$ cat config.mk
export PLATFORM = sky130hd
export DESIGN_NAME = shift_sequencer
export DESIGN_NICKNAME = d
export VERILOG_FILES = /design/src/rtl/shift_seq_pkg.sv /design/src/rtl/shift_pace_counter.sv /design/src/rtl/shift_sequencer.sv
export SDC_FILE = /design/constraint.sdc
export NUM_CORES = 1
export LEC_CHECK = 0
export BUFFER_PORTS_ARGS = -buffer_cell sky130_fd_sc_hd__buf_4
export CORE_MARGIN = 4
export CORE_UTILIZATION = 48
export CTS_CLUSTER_SIZE = 16
export DETAILED_ROUTE_END_ITERATION = 8
export PLACE_DENSITY = 0.79
export SYNTH_ARGS = -nofsm -noshare
export SYNTH_HDL_FRONTEND = slang
export SYNTH_SLANG_ARGS = --single-unit
$ cat constraint.sdc
create_clock -name clk -period 2.3 [get_ports clk]
set_clock_uncertainty 0.2 [all_clocks]
set_input_delay 0.23 -clock clk [delete_from_list [all_inputs] [get_ports clk]]
set_output_delay 0.23 -clock clk [all_outputs]
set_load 0.03 [all_outputs]
$ cat src/rtl/shift_seq_pkg.sv
// Shared types, mode encodings and the command-length clamp for the shift sequencer.
package shift_seq_pkg;

    typedef enum logic [2:0] {
        ST_IDLE,
        ST_LOAD,
        ST_SHIFT,
        ST_GAP,
        ST_DONE
    } state_t;

    localparam logic MODE_TX = 1'b0;
    localparam logic MODE_RX = 1'b1;

    // A length of zero or anything beyond the register width means "the whole register".
    function automatic int unsigned clamp_len(input int unsigned len, input int unsigned width);
        if (len == 0 || len > width) begin
            return width;
        end
        return len;
    endfunction

endpackage

$ cat src/rtl/shift_pace_counter.sv
// DIV-cycle down-counter that paces shift steps; tick_o marks the last gap cycle.
module shift_pace_counter #(
    parameter int DIV = 1
) (
    input  logic clk,
    input  logic rst_n,
    input  logic load_i,
    input  logic en_i,
    output logic tick_o
);

    localparam int PW = (DIV > 1) ? $clog2(DIV) : 1;
    localparam logic [PW-1:0] RELOAD = PW'(DIV - 1);

    logic [PW-1:0] count_q, count_d;

    always_comb begin
        count_d = count_q;
        if (load_i) begin
            count_d = RELOAD;
        end else if (en_i && count_q != '0) begin
            count_d = count_q - 1'b1;
        end
    end

    always_ff @(posedge clk or negedge rst_n) begin
        if (!rst_n) begin
            count_q <= '0;
        end else begin
            count_q <= count_d;
        end
    end

    // With DIV==1 the sequencer never enters GAP, so a constant tick is harmless.
    assign tick_o = (DIV == 1) ? 1'b1 : (en_i && count_q == PW'(1));

endmodule

$ cat src/rtl/shift_sequencer.sv
// Command-driven controller for an external shift_register: TX serializes a byte, RX captures bits.
module shift_sequencer
    import shift_seq_pkg::*;
#(
    parameter int   WIDTH   = 8,
    parameter int   DIV     = 1,
    parameter logic TX_FILL = 1'b0
) (
    input  logic                       clk,
    input  logic                       rst,
    input  logic                       cmd_valid,
    output logic                       cmd_ready,
    input  logic                       cmd_mode,
    input  logic [WIDTH-1:0]           cmd_data,
    input  logic [$clog2(WIDTH):0]     cmd_len,
    input  logic                       ser_in,
    output logic                       ser_out,
    output logic                       ser_strobe,
    output logic                       rsp_valid,
    input  logic                       rsp_ready,
    output logic [WIDTH-1:0]           rsp_data,
    output logic                       busy,
    output logic                       sr_load_en,
    output logic                       sr_shift_en,
    output logic [WIDTH-1:0]           sr_parallel_in,
    output logic                       sr_serial_in,
    input  logic [WIDTH-1:0]           sr_q
);

    localparam int LEN_W = $clog2(WIDTH) + 1;
    localparam bit PACED = (DIV > 1);

    state_t             state_q, state_d;
    logic               mode_q, mode_d;
    logic [WIDTH-1:0]   data_q, data_d;
    logic [LEN_W-1:0]   len_q, len_d;
    logic [LEN_W-1:0]   cnt_q, cnt_d;
    logic [LEN_W-1:0]   cnt_inc;
    logic [WIDTH-1:0]   rsp_q, rsp_d;
    logic               pace_tick;

    shift_pace_counter #(
        .DIV(DIV)
    ) u_pace (
        .clk    (clk),
        .rst_n  (rst),
        .load_i (state_q == ST_SHIFT),
        .en_i   (state_q == ST_GAP),
        .tick_o (pace_tick)
    );

    assign cnt_inc = cnt_q + 1'b1;

    always_comb begin
        state_d = state_q;
        mode_d  = mode_q;
        data_d  = data_q;
        len_d   = len_q;
        cnt_d   = cnt_q;
        rsp_d   = rsp_q;
        case (state_q)
            ST_IDLE: begin
                if (cmd_valid) begin
                    mode_d  = cmd_mode;
                    data_d  = cmd_data;
                    len_d   = LEN_W'(clamp_len(32'(cmd_len), WIDTH));
                    state_d = ST_LOAD;
                end
            end
            ST_LOAD: begin
                cnt_d   = '0;
                state_d = ST_SHIFT;
            end
            ST_SHIFT: begin
                cnt_d = cnt_inc;
                if (cnt_inc == len_q) begin
                    // sr_q only reflects this final shift after the edge, so form the
                    // post-shift word here to have it ready on the first DONE cycle.
                    rsp_d   = {sr_q[WIDTH-2:0], sr_serial_in};
                    state_d = ST_DONE;
                end else if (PACED) begin
                    state_d = ST_GAP;
                end else begin
                    state_d = ST_SHIFT;
                end
            end
            ST_GAP: begin
                if (pace_tick) begin
                    state_d = ST_SHIFT;
                end
            end
            ST_DONE: begin
                if (rsp_ready) begin
                    state_d = ST_IDLE;
                end
            end
            default: state_d = ST_IDLE;
        endcase
    end

    always_ff @(posedge clk or negedge rst) begin
        if (!rst) begin
            state_q <= ST_IDLE;
            mode_q  <= MODE_TX;
            data_q  <= '0;
            len_q   <= '0;
            cnt_q   <= '0;
            rsp_q   <= '0;
        end else begin
            state_q <= state_d;
            mode_q  <= mode_d;
            data_q  <= data_d;
            len_q   <= len_d;
            cnt_q   <= cnt_d;
            rsp_q   <= rsp_d;
        end
    end

    assign cmd_ready      = (state_q == ST_IDLE);
    assign busy           = (state_q != ST_IDLE);
    assign rsp_valid      = (state_q == ST_DONE);
    assign rsp_data       = rsp_q;
    assign sr_load_en     = (state_q == ST_LOAD);
    assign sr_shift_en    = (state_q == ST_SHIFT);
    assign ser_strobe     = sr_shift_en;
    assign sr_parallel_in = (state_q == ST_LOAD && mode_q == MODE_TX) ? data_q : '0;
    assign sr_serial_in   = (state_q != ST_SHIFT) ? 1'b0 :
                            (mode_q == MODE_RX)   ? ser_in : TX_FILL;
    assign ser_out        = (state_q == ST_SHIFT || state_q == ST_GAP) ? sr_q[WIDTH-1] : 1'b0;

endmodule

==> impl_metrics.ini, run 1 <==
[outcome]
outcome = finished, final reports clean

[synthesis]
synth-seq-cells = 28
synthesis.area_per_instance_sq_um = 12.5
synth_top_area_frac = 0.534
synth_cell_type_count = 32
synth_area_leaders = dfrtp_1 (53%), mux2_4 (8.0%), mux2_2 (5.1%), and2_1 (4.3%), mux2_1 (3.4%)
syn-num-nets = 132
ys_seq_area_frac = 0.534
synth_warnings = 0
synth_area_sq_um = 1310
synthCells = 105
yosys.area.top_type = dfrtp_1

[placed_design]
portBuffers = 49
placedCellCount = 183
finalWeightedCongestion = 0.722
detailed_place_hpwl_microns = 2070
postPlaceCellArea_sq_um = 1710

[timing]
slew_headroom = 0.754
slew_violations = 0
tns_ns = 0
hold_slack_ns = 0.129
hold_viol = 0
worstMarginPinSlew_ns = 0.368
min_period_over_period = 0.925
fmax_mhz = 470
post-route-min-period_ns = 2.13
rsz0062_at_grt = no
setup_viol = 0

[cells_and_area]
instances_no_fill = 213
drive_gt1_frac = 0.399
nNetsFinal = 211
final_common_cell = buf_4
stdcell_area_sq_um = 2030
area_delta_synth_final_pct = 54.5
final_cell_mix = buf_4 (51), dfrtp_1 (27), dlygate4sd3_1 (26)
antenna_cells = 0

[critical_path]
cp-end-kind = primary output
critPathMaxFanout = 8
cp.required_ns = 1.87
cp-start-kind = register
r2r_cells = 6
crit_path_start = state_q[2]
reg2reg_to = rsp_data[6]
cp.arrival_ns = 1.70
criticalPathCategory = reg2out
r2r-start = cnt_q[0]
r2r_slack_ns = 0.19

[floorplanning]
die-area_sq_um = 3630
ioPinCount = 50
row_count = 18
fp.coreArea_sq_um = 2540
fp.dieH_microns = 60.3
start_util = 0.516
fp.dieW_microns = 60.3

[power_and_ir_drop]
p_leak_uw = 0.000991
power_density_nw_per_um2 = 1360
power_uw = 2760
ir_drop_mv = 1.38

[grt]
track_usage = 0.187
grt_antenna_before_repair = 0
grt_max_degree = 29
grt_pass1_wl_microns = 5090
grt_overflow_total = 0
first_global_vias = 1111

[cts]
cts.sinks = 28
post_cts_buffers = 0
cts_tree = yes
worstSkewPairLatency_ns = 0.32
cts_buffers = 3
cts-root-buf = clkbuf_4
htreeDepth = 1
clk_pin_slew_ns = 0.15
cts_buffer_depth = 2

[drt]
drc = 0
vias = 1063
ant_nets = 0
wl_microns = 3150
wl_per_cell_microns = 14.8
first_iter_violations = 37
drt_pass1_iterations = 4
vias_per_cell = 4.99

[worst_hold_path]
worstHoldPathType = in2async

[run]
cap_violations = 0
-- synthesized netlist by cell type --
| cell | count |
|---|---|
| buf_6 | 1 |
| o21ai_0 | 2 |
| ha_1 | 1 |
| inv_1 | 4 |
| xor2_1 | 2 |
| nor3b_4 | 1 |
| and2b_1 | 1 |
| buf_4 | 1 |
| nor3_1 | 2 |
| nor3b_1 | 1 |
| o21ai_1 | 4 |
| nor2b_1 | 1 |
| and3b_1 | 1 |
| nand2b_1 | 3 |
| mux2_2 | 6 |
| mux2_1 | 4 |
| nor3_2 | 1 |
| mux2i_1 | 1 |
| dfrtp_1 | 28 |
| mux2_4 | 7 |
| and2_1 | 9 |
| nand2_2 | 1 |
| nor2_1 | 4 |
| and4_1 | 1 |
| a22o_1 | 2 |
| nand3_1 | 1 |
| buf_2 | 1 |
| and3_1 | 1 |
| a21o_1 | 1 |
| nand2_1 | 6 |
| xnor2_1 | 5 |
| a311oi_1 | 1 |
-- registers in the layout, indices dropped and copies added, names as in the netlist --
| name | flops |
|---|---|
| cnt_q | 4 |
| data_q | 8 |
| len_q | 4 |
| mode_q | 1 |
| rsp_data | 8 |
| state_q | 3 |
-- through the flow --
step / setup slack [ns] / util
final: 0.172 / 0.797
after global routing: 0.0351 / 0.797
after CTS: 0.127 / 0.796
after detailed placement: 0.245 / 0.674
after global placement: 0.318 / 0.674
after floorplan: 0.262 / -
-- critical path: stages, from the launching register on --
cell     delay, ns
dfrtp_1       0.50
nor3b_2       0.27
and2b_1       0.28
and2_1        0.17
buf_4         0.16
-- timing repair --
action / CTS / global route
endpoints found under the hold margin: 50 / 0
endpoints found under the setup margin: 0 / 1
hold buffers: 26 / 0
resized for setup: 0 / 1
-- report_power, final --
| part | internal [uW] | switching, uW | total (uW) |
|---|---|---|---|
| sequential | 736 | 191 | 928 |
| clock | 176 | 144 | 320 |
| combinational | 723 | 786 | 1510 |
-- worst max-delay path by stage --
stage / end / slack (ns) / cells after the start
after floorplan: mode_q / 0.26 / 4
after global placement: rsp_data[7] / 0.32 / 6
after detailed placement: rsp_data[6] / 0.24 / 6
after CTS: sr_parallel_in[1] / 0.13 / 4
after global routing: sr_parallel_in[5] / 0.04 / 4
final: sr_parallel_in[4] / 0.17 / 4
-- layout make-up --
type	instances	area, sq um
Multi-Input combinational cell	70	578
Clock inverter	1	30.0
Clock buffer	3	22.5
Sequential cell	28	702
Timing Repair Buffer	77	643
Inverter	4	15.0
Tap cell	30	37.5
Fill cell	159	517
-- kinds of logic after synthesis --
group / Yosys count / share of synthesized area
DFF: 28 / 0.534
AOI/OAI and AO/OA: 10 / 0.0486
buffers and inverters: 7 / 0.0295
muxes: 18 / 0.173
adders and majority gates: 1 / 0.00953
and+or+nand+nor: 34 / 0.158
xor gates and xnor gates: 7 / 0.0467
-- metal layers --
layer,global-route usage,part of all wire,vias up
met2,0.349,0.55,31
met1,0.217,0.39,516
met4,0.0411,0.012,0
met5,0,0,-
li1,-,-,512
met3,0.0410,0.050,4
(Power assumes the default switching activity.)
==> run 2, diff against run 1 <==
Settings changed: SKIP_CTS_REPAIR_TIMING set to 1.
Clock period 2.3 ns to 2.36 ns, I/O delays scaled along.
==> run 2 against run 1 <==
Net effect: combinational power fell by 3%; critical path depth rose by 1; die area did not move; power fell by 6.3%; cell count rose by 0.47%; flip-flop and latch count did not move; routed wire length fell by 4.1%; via count fell by 1.8%; first-iteration DRC count fell by 49%.
==> impl_metrics.ini, run 2 (same netlist as run 1, synthesis figures left out) <==
[outcome]
outcome = finished, final reports clean

[run]
cap_violations = 0

[timing]
setup_viol = 0
slew_violations = 0
worstMarginPinSlew_ns = 0.376
fmax_mhz = 463
rsz0062_at_grt = no
slew_headroom = 0.748
hold_viol = 0
tns_ns = 0
post-route-min-period_ns = 2.16
finalWorstSetupSlack_ns = 0.202
min_period_over_period = 0.914

[critical_path]
cp-start-kind = register
cp-end-kind = primary output
cp_common_cell = buf_4
slowest_delay_ns = 0.50
critPathMaxFanout = 8
critPathSlowestCell = dfrtp_1
cp.arrival_ns = 1.72
cp.required_ns = 1.92
r2r-start = cnt_q[0]
crit_path_start = state_q[0]
critical_path.cell_chain = nor3b_1 > buf_4 > and2b_1 > and2_1 > buf_4
criticalPathCategory = reg2out

[cts]
worstSkewPairLatency_ns = 0.33
cts_buffers = 3
clk_pin_slew_ns = 0.14
cts_tree = yes
cts.sinks = 28
cts_buffer_depth = 2
htreeDepth = 1
cts-root-buf = clkbuf_4

[drt]
wl_per_cell_microns = 14.1
met2_length_microns = 1610
drc = 0
met1_length_microns = 1220
highest_layer = met4
wl_microns = 3020
vias_per_cell = 4.88
vias = 1044
first_iter_violations = 19
drt_pass1_iterations = 3
ant_nets = 0
dr_wl_met3_microns = 162

[placed_design]
postPlaceCellArea_sq_um = 1720
portBuffers = 49
pre_cts_ws_ns = 0.328
detailed_place_hpwl_microns = 1990
finalWeightedCongestion = 0.713

[cells_and_area]
antenna_cells = 0
stdcell_area_sq_um = 2010
area_delta_synth_final_pct = 53.4
final_cell_mix = buf_4 (52), dfrtp_1 (28), dlygate4sd3_1 (26)
final_common_cell = buf_4
post-route-util = 0.791
fillers = 175
nNetsFinal = 212
drive_gt1_frac = 0.391

[power_and_ir_drop]
ir_drop_mv = 1.08
p_leak_uw = 0.000989
power_uw = 2580
power_density_nw_per_um2 = 1280

[floorplanning]
fp.dieH_microns = 60.3
row_count = 18
ioPinCount = 50
fp.coreArea_sq_um = 2540
die-area_sq_um = 3630
fp.dieW_microns = 60.3
start_util = 0.516

[grt]
grt_max_degree = 29
first_global_vias = 1019
grt_antenna_before_repair = 0
grt_overflow_total = 0
grt_pass1_wl_microns = 4310
track_usage = 0.156

[worst_hold_path]
worstHoldPathType = in2async
[run 2: cell type report]
cell class,count,area (sq um),area share
flip-flops and latches,28,701,0.348
clock buffers,4,36.3,0.0180
multi-input cells,70,573,0.285
inverters,4,15.0,0.00746
well taps,30,37.5,0.0186
repair buffers,78,651,0.323
[run 2: critical path, delay by kind of cell, from the launching register on]
kind,cells,cell delay (ns)
buf+inv,2,0.30
simple gates,3,0.59
flops,1,0.50
[run 2: per-layer routing]
metal  vias to the layer above  track usage
met5                         -            0
met4                         0       0.0506
met3                         2       0.0454
met2                        27        0.267
met1                       502        0.187
li1                        513            -
[run 2: stage by stage]
step                      hold WS [ns]  std cells
after global placement         -0.0312        184
after floorplan                 -0.260        105
after detailed placement       -0.0269        184
final                            0.134        214
after CTS                       -0.411        188
after global routing             0.163        214
[run 2: where the power goes]
part | switching (uW) | internal, uW
sequential | 177 | 717
combinational | 753 | 708
clock | 133 | 94.6
total | 1060 | 1520
[run 2: final timing paths]
path | slack [ns] | cells past startpoint | end
setup / recovery | 0.20 | 5 | sr_parallel_in[4]
hold / removal | 0.13 | 2 | state_q[0]
setup reg to reg | 0.32 | 6 | rsp_data[5]
hold reg to reg | 0.30 | 1 | data_q[1]
max in group asynchronous | 1.57 | 2 | data_q[3]
min in group clk | 0.16 | 3 | state_q[0]
